### src/rtl/io_device_decoder.sv
// -----------------------------------------------------------------------------
// io_device_decoder
//
// Purpose
//   Sits directly downstream of the I/O bridge master port. One 64-bit
//   Wishbone-style request at a time is decoded from the 4-bit device index
//   field of the address (s_adr_i[DEV_ADR_LSB +: 4]). It is registered toward
//   the selected device, and that device's ack and read data are returned to
//   the bridge. Each device access is bounded by a timeout counter, so a
//   silent device or an unmapped index always produces a response and never
//   hangs the bridge.
//
// Configuration macro
//   IO_BUS_ERR_EN  defined   : unmapped index or timeout answers with s_err_o=1
//                              and s_ack_o=0
//                  undefined : s_err_o is tied 0. Unmapped index or timeout
//                              answers with s_ack_o=1 and all-ones data.
//
// Handshake
//   Bridge side: a request is taken when s_cyc_i & s_stb_i are high and no
//   response is pending. The response (s_ack_o or s_err_o) is a level that
//   stays high until the bridge drops s_stb_i. The bridge must hold the
//   request fields stable while s_stb_i is high.
//   Device side: d_cyc_o/d_stb_o/d_cs_o and the request fields are registered
//   and stay stable until the selected device raises its d_ack_i bit. That bit
//   is sampled on a rising edge, and the access ends on that edge.
//
// Ports
//   clk_i, rst_ni          clock (rising edge), asynchronous active-low reset
//   s_cyc_i .. s_dat_i     request from the bridge
//   s_ack_o, s_err_o,      response to the bridge
//   s_dat_o
//   d_cs_o                 one-hot device select (zero when idle)
//   d_cyc_o .. d_dat_o     registered request toward the devices
//   d_ack_i, d_dat_i       per-device ack and read data (device k uses
//                          d_dat_i[64k +: 64])
//   dbg_state_o            current FSM state, for observation only
// -----------------------------------------------------------------------------
module io_device_decoder #(
   parameter int NDEV        = 8,
   parameter int DEV_ADR_LSB = 16,
   parameter int TIMEOUT     = 255
) (
   input  logic                 clk_i,
   input  logic                 rst_ni,
   input  logic                 s_cyc_i,
   input  logic                 s_stb_i,
   input  logic                 s_we_i,
   input  logic [7:0]           s_sel_i,
   input  logic [31:0]          s_adr_i,
   input  logic [63:0]          s_dat_i,
   output logic                 s_ack_o,
   output logic                 s_err_o,
   output logic [63:0]          s_dat_o,
   output logic [NDEV-1:0]      d_cs_o,
   output logic                 d_cyc_o,
   output logic                 d_stb_o,
   output logic                 d_we_o,
   output logic [7:0]           d_sel_o,
   output logic [31:0]          d_adr_o,
   output logic [63:0]          d_dat_o,
   input  logic [NDEV-1:0]      d_ack_i,
   input  logic [NDEV*64-1:0]   d_dat_i,
   output logic [1:0]           dbg_state_o
);

   typedef enum logic [1:0] {
      S_IDLE   = 2'd0,
      S_ACTIVE = 2'd1,
      S_FAULT  = 2'd2,
      S_HOLD   = 2'd3
   } state_e;

   localparam logic [4:0]  NDEV_L     = 5'(NDEV);
   localparam logic [15:0] TIMEOUT_M1 = 16'(TIMEOUT - 1);

   state_e            state_q, state_d;
   logic [15:0]       timer_q, timer_d;
   logic [3:0]        idx_q, idx_d;
   logic              s_ack_q, s_ack_d;
   logic [63:0]       s_dat_q, s_dat_d;
   logic [NDEV-1:0]   d_cs_q, d_cs_d;
   logic              d_cyc_q, d_cyc_d;
   logic              d_stb_q, d_stb_d;
   logic              d_we_q, d_we_d;
   logic [7:0]        d_sel_q, d_sel_d;
   logic [31:0]       d_adr_q, d_adr_d;
   logic [63:0]       d_dat_q, d_dat_d;
`ifdef IO_BUS_ERR_EN
   logic              s_err_q, s_err_d;
`endif

   // Request decode
   logic [3:0]        req_idx;
   logic              req_mapped;
   logic [NDEV-1:0]   req_cs;
   logic              req_valid;

   assign req_idx    = s_adr_i[DEV_ADR_LSB +: 4];
   assign req_mapped = ({1'b0, req_idx} < NDEV_L);
   // A pending response blocks acceptance, so a request is never taken in
   // the same cycle that a response is still being held.
   assign req_valid  = s_cyc_i & s_stb_i & ~s_ack_o & ~s_err_o;

   always_comb begin
      req_cs = '0;
      for (int k = 0; k < NDEV; k++) begin
         req_cs[k] = (req_idx == 4'(k));
      end
   end

   // Only the selected device's ack and data are observed. Acks from any
   // other device are ignored, even in the same cycle.
   logic        sel_ack;
   logic [63:0] sel_dat;

   always_comb begin
      sel_ack = 1'b0;
      sel_dat = '0;
      for (int k = 0; k < NDEV; k++) begin
         if (idx_q == 4'(k)) begin
            sel_ack = d_ack_i[k];
            sel_dat = d_dat_i[64*k +: 64];
         end
      end
   end

   // Next-state and output logic
   always_comb begin
      state_d = state_q;
      timer_d = timer_q;
      idx_d   = idx_q;
      s_ack_d = s_ack_q;
      s_dat_d = s_dat_q;
      d_cs_d  = d_cs_q;
      d_cyc_d = d_cyc_q;
      d_stb_d = d_stb_q;
      d_we_d  = d_we_q;
      d_sel_d = d_sel_q;
      d_adr_d = d_adr_q;
      d_dat_d = d_dat_q;
`ifdef IO_BUS_ERR_EN
      s_err_d = s_err_q;
`endif

      unique case (state_q)
         S_IDLE: begin
            if (req_valid) begin
               idx_d = req_idx;
               if (req_mapped) begin
                  d_cs_d  = req_cs;
                  d_cyc_d = 1'b1;
                  d_stb_d = 1'b1;
                  d_we_d  = s_we_i;
                  d_sel_d = s_sel_i;
                  d_adr_d = s_adr_i;
                  d_dat_d = s_dat_i;
                  timer_d = '0;
                  state_d = S_ACTIVE;
               end else begin
                  state_d = S_FAULT;
               end
            end
         end

         S_ACTIVE: begin
            // Priority: selected ack, then bridge abort, then timeout.
            // A same-cycle ack still completes an aborted access, and an
            // abort beats a timeout that expires in the same cycle.
            if (sel_ack) begin
               s_dat_d = sel_dat;
               s_ack_d = 1'b1;
               d_cs_d  = '0;
               d_cyc_d = 1'b0;
               d_stb_d = 1'b0;
               d_we_d  = 1'b0;
               state_d = S_HOLD;
            end else if (!s_cyc_i) begin
               d_cs_d  = '0;
               d_cyc_d = 1'b0;
               d_stb_d = 1'b0;
               d_we_d  = 1'b0;
               d_sel_d = '0;
               d_adr_d = '0;
               d_dat_d = '0;
               state_d = S_IDLE;
            end else if (timer_q == TIMEOUT_M1) begin
               d_cs_d  = '0;
               d_cyc_d = 1'b0;
               d_stb_d = 1'b0;
               d_we_d  = 1'b0;
               d_sel_d = '0;
               d_adr_d = '0;
               d_dat_d = '0;
               state_d = S_FAULT;
            end else if (timer_q != 16'hFFFF) begin
               timer_d = timer_q + 16'd1;
            end
         end

         S_FAULT: begin
            s_dat_d = '1;
`ifdef IO_BUS_ERR_EN
            s_err_d = 1'b1;
`else
            s_ack_d = 1'b1;
`endif
            state_d = S_HOLD;
         end

         S_HOLD: begin
            if (!s_stb_i) begin
               s_ack_d = 1'b0;
`ifdef IO_BUS_ERR_EN
               s_err_d = 1'b0;
`endif
               state_d = S_IDLE;
            end
         end

         default: begin
            state_d = S_IDLE;
         end
      endcase
   end

   // State and output registers. Reset aborts any access without a response.
   always_ff @(posedge clk_i or negedge rst_ni) begin
      if (!rst_ni) begin
         state_q <= S_IDLE;
         timer_q <= '0;
         idx_q   <= '0;
         s_ack_q <= 1'b0;
         s_dat_q <= '0;
         d_cs_q  <= '0;
         d_cyc_q <= 1'b0;
         d_stb_q <= 1'b0;
         d_we_q  <= 1'b0;
         d_sel_q <= '0;
         d_adr_q <= '0;
         d_dat_q <= '0;
`ifdef IO_BUS_ERR_EN
         s_err_q <= 1'b0;
`endif
      end else begin
         state_q <= state_d;
         timer_q <= timer_d;
         idx_q   <= idx_d;
         s_ack_q <= s_ack_d;
         s_dat_q <= s_dat_d;
         d_cs_q  <= d_cs_d;
         d_cyc_q <= d_cyc_d;
         d_stb_q <= d_stb_d;
         d_we_q  <= d_we_d;
         d_sel_q <= d_sel_d;
         d_adr_q <= d_adr_d;
         d_dat_q <= d_dat_d;
`ifdef IO_BUS_ERR_EN
         s_err_q <= s_err_d;
`endif
      end
   end

   assign s_ack_o     = s_ack_q;
   assign s_dat_o     = s_dat_q;
   assign d_cs_o      = d_cs_q;
   assign d_cyc_o     = d_cyc_q;
   assign d_stb_o     = d_stb_q;
   assign d_we_o      = d_we_q;
   assign d_sel_o     = d_sel_q;
   assign d_adr_o     = d_adr_q;
   assign d_dat_o     = d_dat_q;
   assign dbg_state_o = state_q;

`ifdef IO_BUS_ERR_EN
   assign s_err_o = s_err_q;
`else
   assign s_err_o = 1'b0;
`endif

endmodule

### config.mk
export PLATFORM = sky130hd
export DESIGN_NAME = io_device_decoder
export DESIGN_NICKNAME = d
export VERILOG_FILES = /design/src/rtl/io_device_decoder.sv
export SDC_FILE = /design/constraint.sdc
export NUM_CORES = 1
export LEC_CHECK = 0
export BUFFER_PORTS_ARGS = -buffer_cell sky130_fd_sc_hd__clkbuf_2
export CORE_AREA = 2 2 314 316
export CTS_BUF_LIST = sky130_fd_sc_hd__clkbuf_8
export CTS_CLUSTER_DIAMETER = 80
export DETAILED_ROUTE_END_ITERATION = 10
export DIE_AREA = 0 0 316 318
export PLACE_DENSITY = 0.3
export SLEW_MARGIN = 5
export SYNTH_ARGS = -nofsm -noshare
export SYNTH_HDL_FRONTEND = slang
export SYNTH_SLANG_ARGS = --single-unit
### constraint.sdc
create_clock -name clk_i -period 3.5 [get_ports clk_i]
set_input_delay 0.35 -clock clk_i [delete_from_list [all_inputs] [get_ports clk_i]]
set_output_delay 0.35 -clock clk_i [all_outputs]
set_load 0.05 [all_outputs]
==> results by stage <==
Clock tree:
- The H-tree generated during clock tree synthesis spans 2 levels.
- The number of setup buffers added after CTS is 0.
- The number of clock buffers inserted by TritonCTS is 45.
- The maximum root-to-sink buffer count is 3.
- The later pin in the worst-skew pair is clocked with a latency of 620 ps.
- The sink count of the clock tree is 201.
- The register clock-pin slew on the reported worst setup and hold paths is 70 ps.
- The clock tree from TritonCTS is built.
- The buffer cell driving the clock tree root is sky130_fd_sc_hd__clkbuf_8.

Setup path:
- Of all nets on the critical path, the largest fanout is 25.
- The endpoint class of the critical path is a flop.
- The slowest stage of the critical path belongs to the cell sky130_fd_sc_hd__dfrtp_4.
- The number of cells traversed by the worst register-to-register path is 7.
- The startpoint type of the worst setup path is a flop.
- The setup check on the worst reg-to-reg path leaves a slack of 410 ps.
- The destination of the worst register-to-register timing path is d_adr_o[8].
- In this design, the stage delay of the slowest critical-path cell is 650 ps.
- The data required time of the worst path is 4050 ps.
- The most prevalent standard cell on the critical path is sky130_fd_sc_hd__mux2i_1.
- The signal arrival time at the worst endpoint is 3640 ps.
- Tracing the worst setup path back leads to its startpoint at idx_q[1].
- The worst setup path is of the reg -> reg kind.
- The startpoint of the most critical register-to-register path is idx_q[1].
- Walking the worst path, the cells encountered are mux2i_1 -> mux2i_1 -> a21oi_1 -> nor2_2 -> a31o_4 -> buf_4 -> a22o_1.

Floorplan:
- For this configuration, the core starts out at a cell density of 0.1171.
- The horizontal die dimension is about 320 um.
- The area of the placeable core is 97410 um2.
- After floorplanning, the core was divided into 115 placement rows.
- The vertical die dimension is approximately 320 um.
- The die covers 100500 um2.
- The boundary pin count is about 800.

Synth:
- The synthesized instance count is around 1200.
- The dominant register cell in the synthesized netlist is sky130_fd_sc_hd__dfrtp_1.
- The mux share of post-synthesis cell area is 0.08280.
- The synthesized-area fraction occupied by adder cells is 0.002193.
- By area the synthesized netlist is led by sky130_fd_sc_hd__dfrtp_1 44%, sky130_fd_sc_hd__a22o_1 8.2%, sky130_fd_sc_hd__mux2_2 6.5%.
- The post-synthesis xor/xnor area fraction is 0.005374.
- For this run, the register share of the synthesized area comes to 0.4409.
- The synthesized design spends more area on one cell type than any other, namely sky130_fd_sc_hd__dfrtp_1.
- Counting flops with a built-in enable in the synthesized netlist gives 0.
- In this run, distinct cell masters in the synthesized netlist total 59.
- Counting every net in the synthesized netlist gives 1870.
- After synthesis the cells add up to 11410 um2.
- The compound-cell area share of the yosys netlist is 0.2842.
- The Yosys step of the flow raised 0 warnings.
- The main combinational cell family by area after synthesis is compound AO/OA/AOI/OAI gates.
- The share of synthesized area in the top cell type comes to 0.4409.
- The area fraction in and, or, nand and nor cells after synthesis is 0.1325.
- In the synthesized netlist the async set-or-reset flop fraction comes to 1.000.
- The synthesized flop and latch total is 201.
- A synthesized cell averages 9.208 um2.

Place:
- The instance count after placement with tap cells included is between 3000 and 4000.
- The HPWL after detailed placement is 60320 um.
- The post-place instance area is 16990 um2.
- Routability-driven placement finished with a final weighted congestion of around 0.87.
- The number of input and output port buffers inserted is 810.

Hold path:
- The hold path startpoint is s_adr_i[16].
- Along the worst hold path, the cell count comes to 2.
- The worst min-delay path category is in -> reg.
- The terminating pin of the worst hold path is idx_q[0].

Timing:
- Setup total negative slack on the finished layout was measured at 0 ps.
- The clock arrives with 24.52 ps of skew.
- The final count of hold timing violations was 0.
- The share of the clock period used by the worst path after layout is 0.8816.
- Setup repair after global routing left no endpoint under its margin.
- In this run the tightest slew margin relative to its limit is 0.4405.
- The final critical delay including setup and external delays is ~3000 ps.
- Setup violations remaining at the end of the flow were counted as 0.
- The count of pins over their slew limit is 0.
- Hold timing on the final database bottoms out at a slack of 79.95 ps.
- At the pin with the least slew margin, the transition time is about 840 ps.
- The timing-limited maximum frequency is 0.3241 GHz.

Layout:
- After the flow finishes, the layout carries non-filler instances totaling 3519.
- Relative to the synthesized area, the layout overhead comes to 73.50%.
- Of the cells placed in the final design, the portion with a size suffix greater than 1 is 0.4544.
- The finished cells cover 19790 um2.
- The fill cell instance count of the final layout is 11050.
- After the last flow step, the layout net total stands at about 2800.

Power:
- The power per standard cell area is 714.2 nW/um2.
- Overall power consumption after layout is estimated at approximately 14 mW.
- The analysis attributes to cell leakage a power of 9.247 nW.
- The worst-case vdd ir drop is ~0.39 mV.

Routing:
- The first detailed-routing pass ran for 7 iterations.
- After detailed routing, the number of remaining DRC violations is 0.
- The via density per instance is 4.077.
- The final layout contains routed wiring with a total length of around 76000 um.
- The detail route stage leaves a number of antenna-violating nets equal to 0.
- After the first detailed-routing iteration, the DRC count stood at 984.
- The via count is 14350.
- The average wire per cell in the routed design is 21.73 um.

GRT:
- The number of antenna violations at the first check in global routing is 26.
- The via count of the first global-routing pass came to about 15000.
- The maximum number of pins on one net before global-route repair is ~120.
- For this run, the total global-route usage over all layers was measured as 0.1473.
- The leftover overflow at the end of global routing is 0.
- The wire length of the first global-routing pass is 108900 um.

Status:
- The flow ran to the end, and the final reports show no timing, DRC or antenna violations.

Flow run:
- The reported max-cap violation count is 0.
## through the flow
step,worst slack (ps),util
after floorplan,1223,-
after global placement,100.1,0.1744
after detailed placement,43.46,0.1744
after CTS,19.06,0.2030
after global routing,158.7,0.2031
final,414.5,0.2032
## how the worst max path moves through the flow
stage                             to  slack (ps)  depth (start not counted)
final                     d_adr_o[8]         410                          7
after global routing      d_adr_o[7]         160                          7
after CTS                 d_adr_o[3]          20                          7
after detailed placement  d_adr_o[3]          40                          7
after global placement    d_adr_o[5]         100                          7
after floorplan           timer_q[8]        1220                          6
## synthesized netlist by cell type, types with 9 or more instances
library cell and count:
sky130_fd_sc_hd__a31oi_1 60, sky130_fd_sc_hd__mux2_2 66, sky130_fd_sc_hd__a21oi_1 73, sky130_fd_sc_hd__nor2_1 154, sky130_fd_sc_hd__a222oi_1 59, sky130_fd_sc_hd__nand3_1 10
sky130_fd_sc_hd__a22o_1 107, sky130_fd_sc_hd__buf_2 37, sky130_fd_sc_hd__clkbuf_1 73, sky130_fd_sc_hd__dfrtp_1 201, sky130_fd_sc_hd__o21ai_0 129, sky130_fd_sc_hd__nor3_1 64
sky130_fd_sc_hd__buf_4 9, sky130_fd_sc_hd__nand2_1 88, sky130_fd_sc_hd__mux2i_1 10
## cell type report
class | count | area (um2) | share of cell area
Timing Repair Buffer | 1032 | 6304 | 0.3185
Multi-Input combinational cell | 906 | 5859 | 0.2960
Sequential cell | 201 | 5041 | 0.2547
Tap cell | 1287 | 1610 | 0.08135
Clock buffer | 58 | 798.3 | 0.04033
Clock inverter | 24 | 146.4 | 0.007396
Inverter | 6 | 22.52 | 0.001138
Antenna cell | 5 | 12.51 | 0.0006321
## what timing repair did
| item | in CTS | in global routing |
|---|---|---|
| setup endpoints to repair | 0 | 82 |
| hold endpoints to repair | 251 | 0 |
| hold buffers | 184 | 0 |
| gates resized for setup | 0 | 2 |
## report_power, final
part | internal [mW] | total [mW] | switching [mW]
clock | 1.57 | 2.83 | 1.26
sequential | 2.81 | 3.26 | 0.449
combinational | 2.56 | 8.05 | 5.49
## worst max-delay path, delay by kind of cell, from the launching register on
family	cells	cell delay, ps
AOI/OAI and AO/OA	3	850
buffers and inverters	1	330
DFF	1	650
muxes	2	770
and+or+nand+nor	1	370
## logic make-up after synthesis
logic type	Yosys count
AOI/OAI and AO/OA	466
and+or+nand+nor	349
DFF	201
buffers and inverters	132
muxes	81
xor gates and xnor gates	7
adders and majority gates	2
other	1
## flip-flops by register name, indices dropped and copies added, names as in the netlist
register,flops
d_we_o,1
d_cs_o,8
idx_q,4
d_stb_o,1
s_dat_o,64
d_sel_o,8
dbg_state_o,2
timer_q,16
s_ack_o,1
d_adr_o,32
d_dat_o,64
## layout by cell type, fill, tap and decap left out, types with 60 or more instances in the layout
| master | count |
|---|---|
| sky130_fd_sc_hd__a21oi_1 | 73 |
| sky130_fd_sc_hd__dlygate4sd3_1 | 184 |
| sky130_fd_sc_hd__clkbuf_2 | 809 |
| sky130_fd_sc_hd__o21ai_0 | 129 |
| sky130_fd_sc_hd__a22o_1 | 107 |
| sky130_fd_sc_hd__nand2_1 | 87 |
| sky130_fd_sc_hd__nor3_1 | 63 |
| sky130_fd_sc_hd__mux2_2 | 66 |
| sky130_fd_sc_hd__nor2_1 | 150 |
| sky130_fd_sc_hd__dfrtp_1 | 198 |
| sky130_fd_sc_hd__a31oi_1 | 60 |
## routing by layer
metal  global-route usage  vias up  share of wire
met4              0.03633       22          0.024
met3              0.03659      104          0.079
li1                     -     6617              -
met2               0.2596      695           0.49
met5                    0        -         0.0019
met1               0.1772     6910           0.41
(Power assumes the default switching activity.)
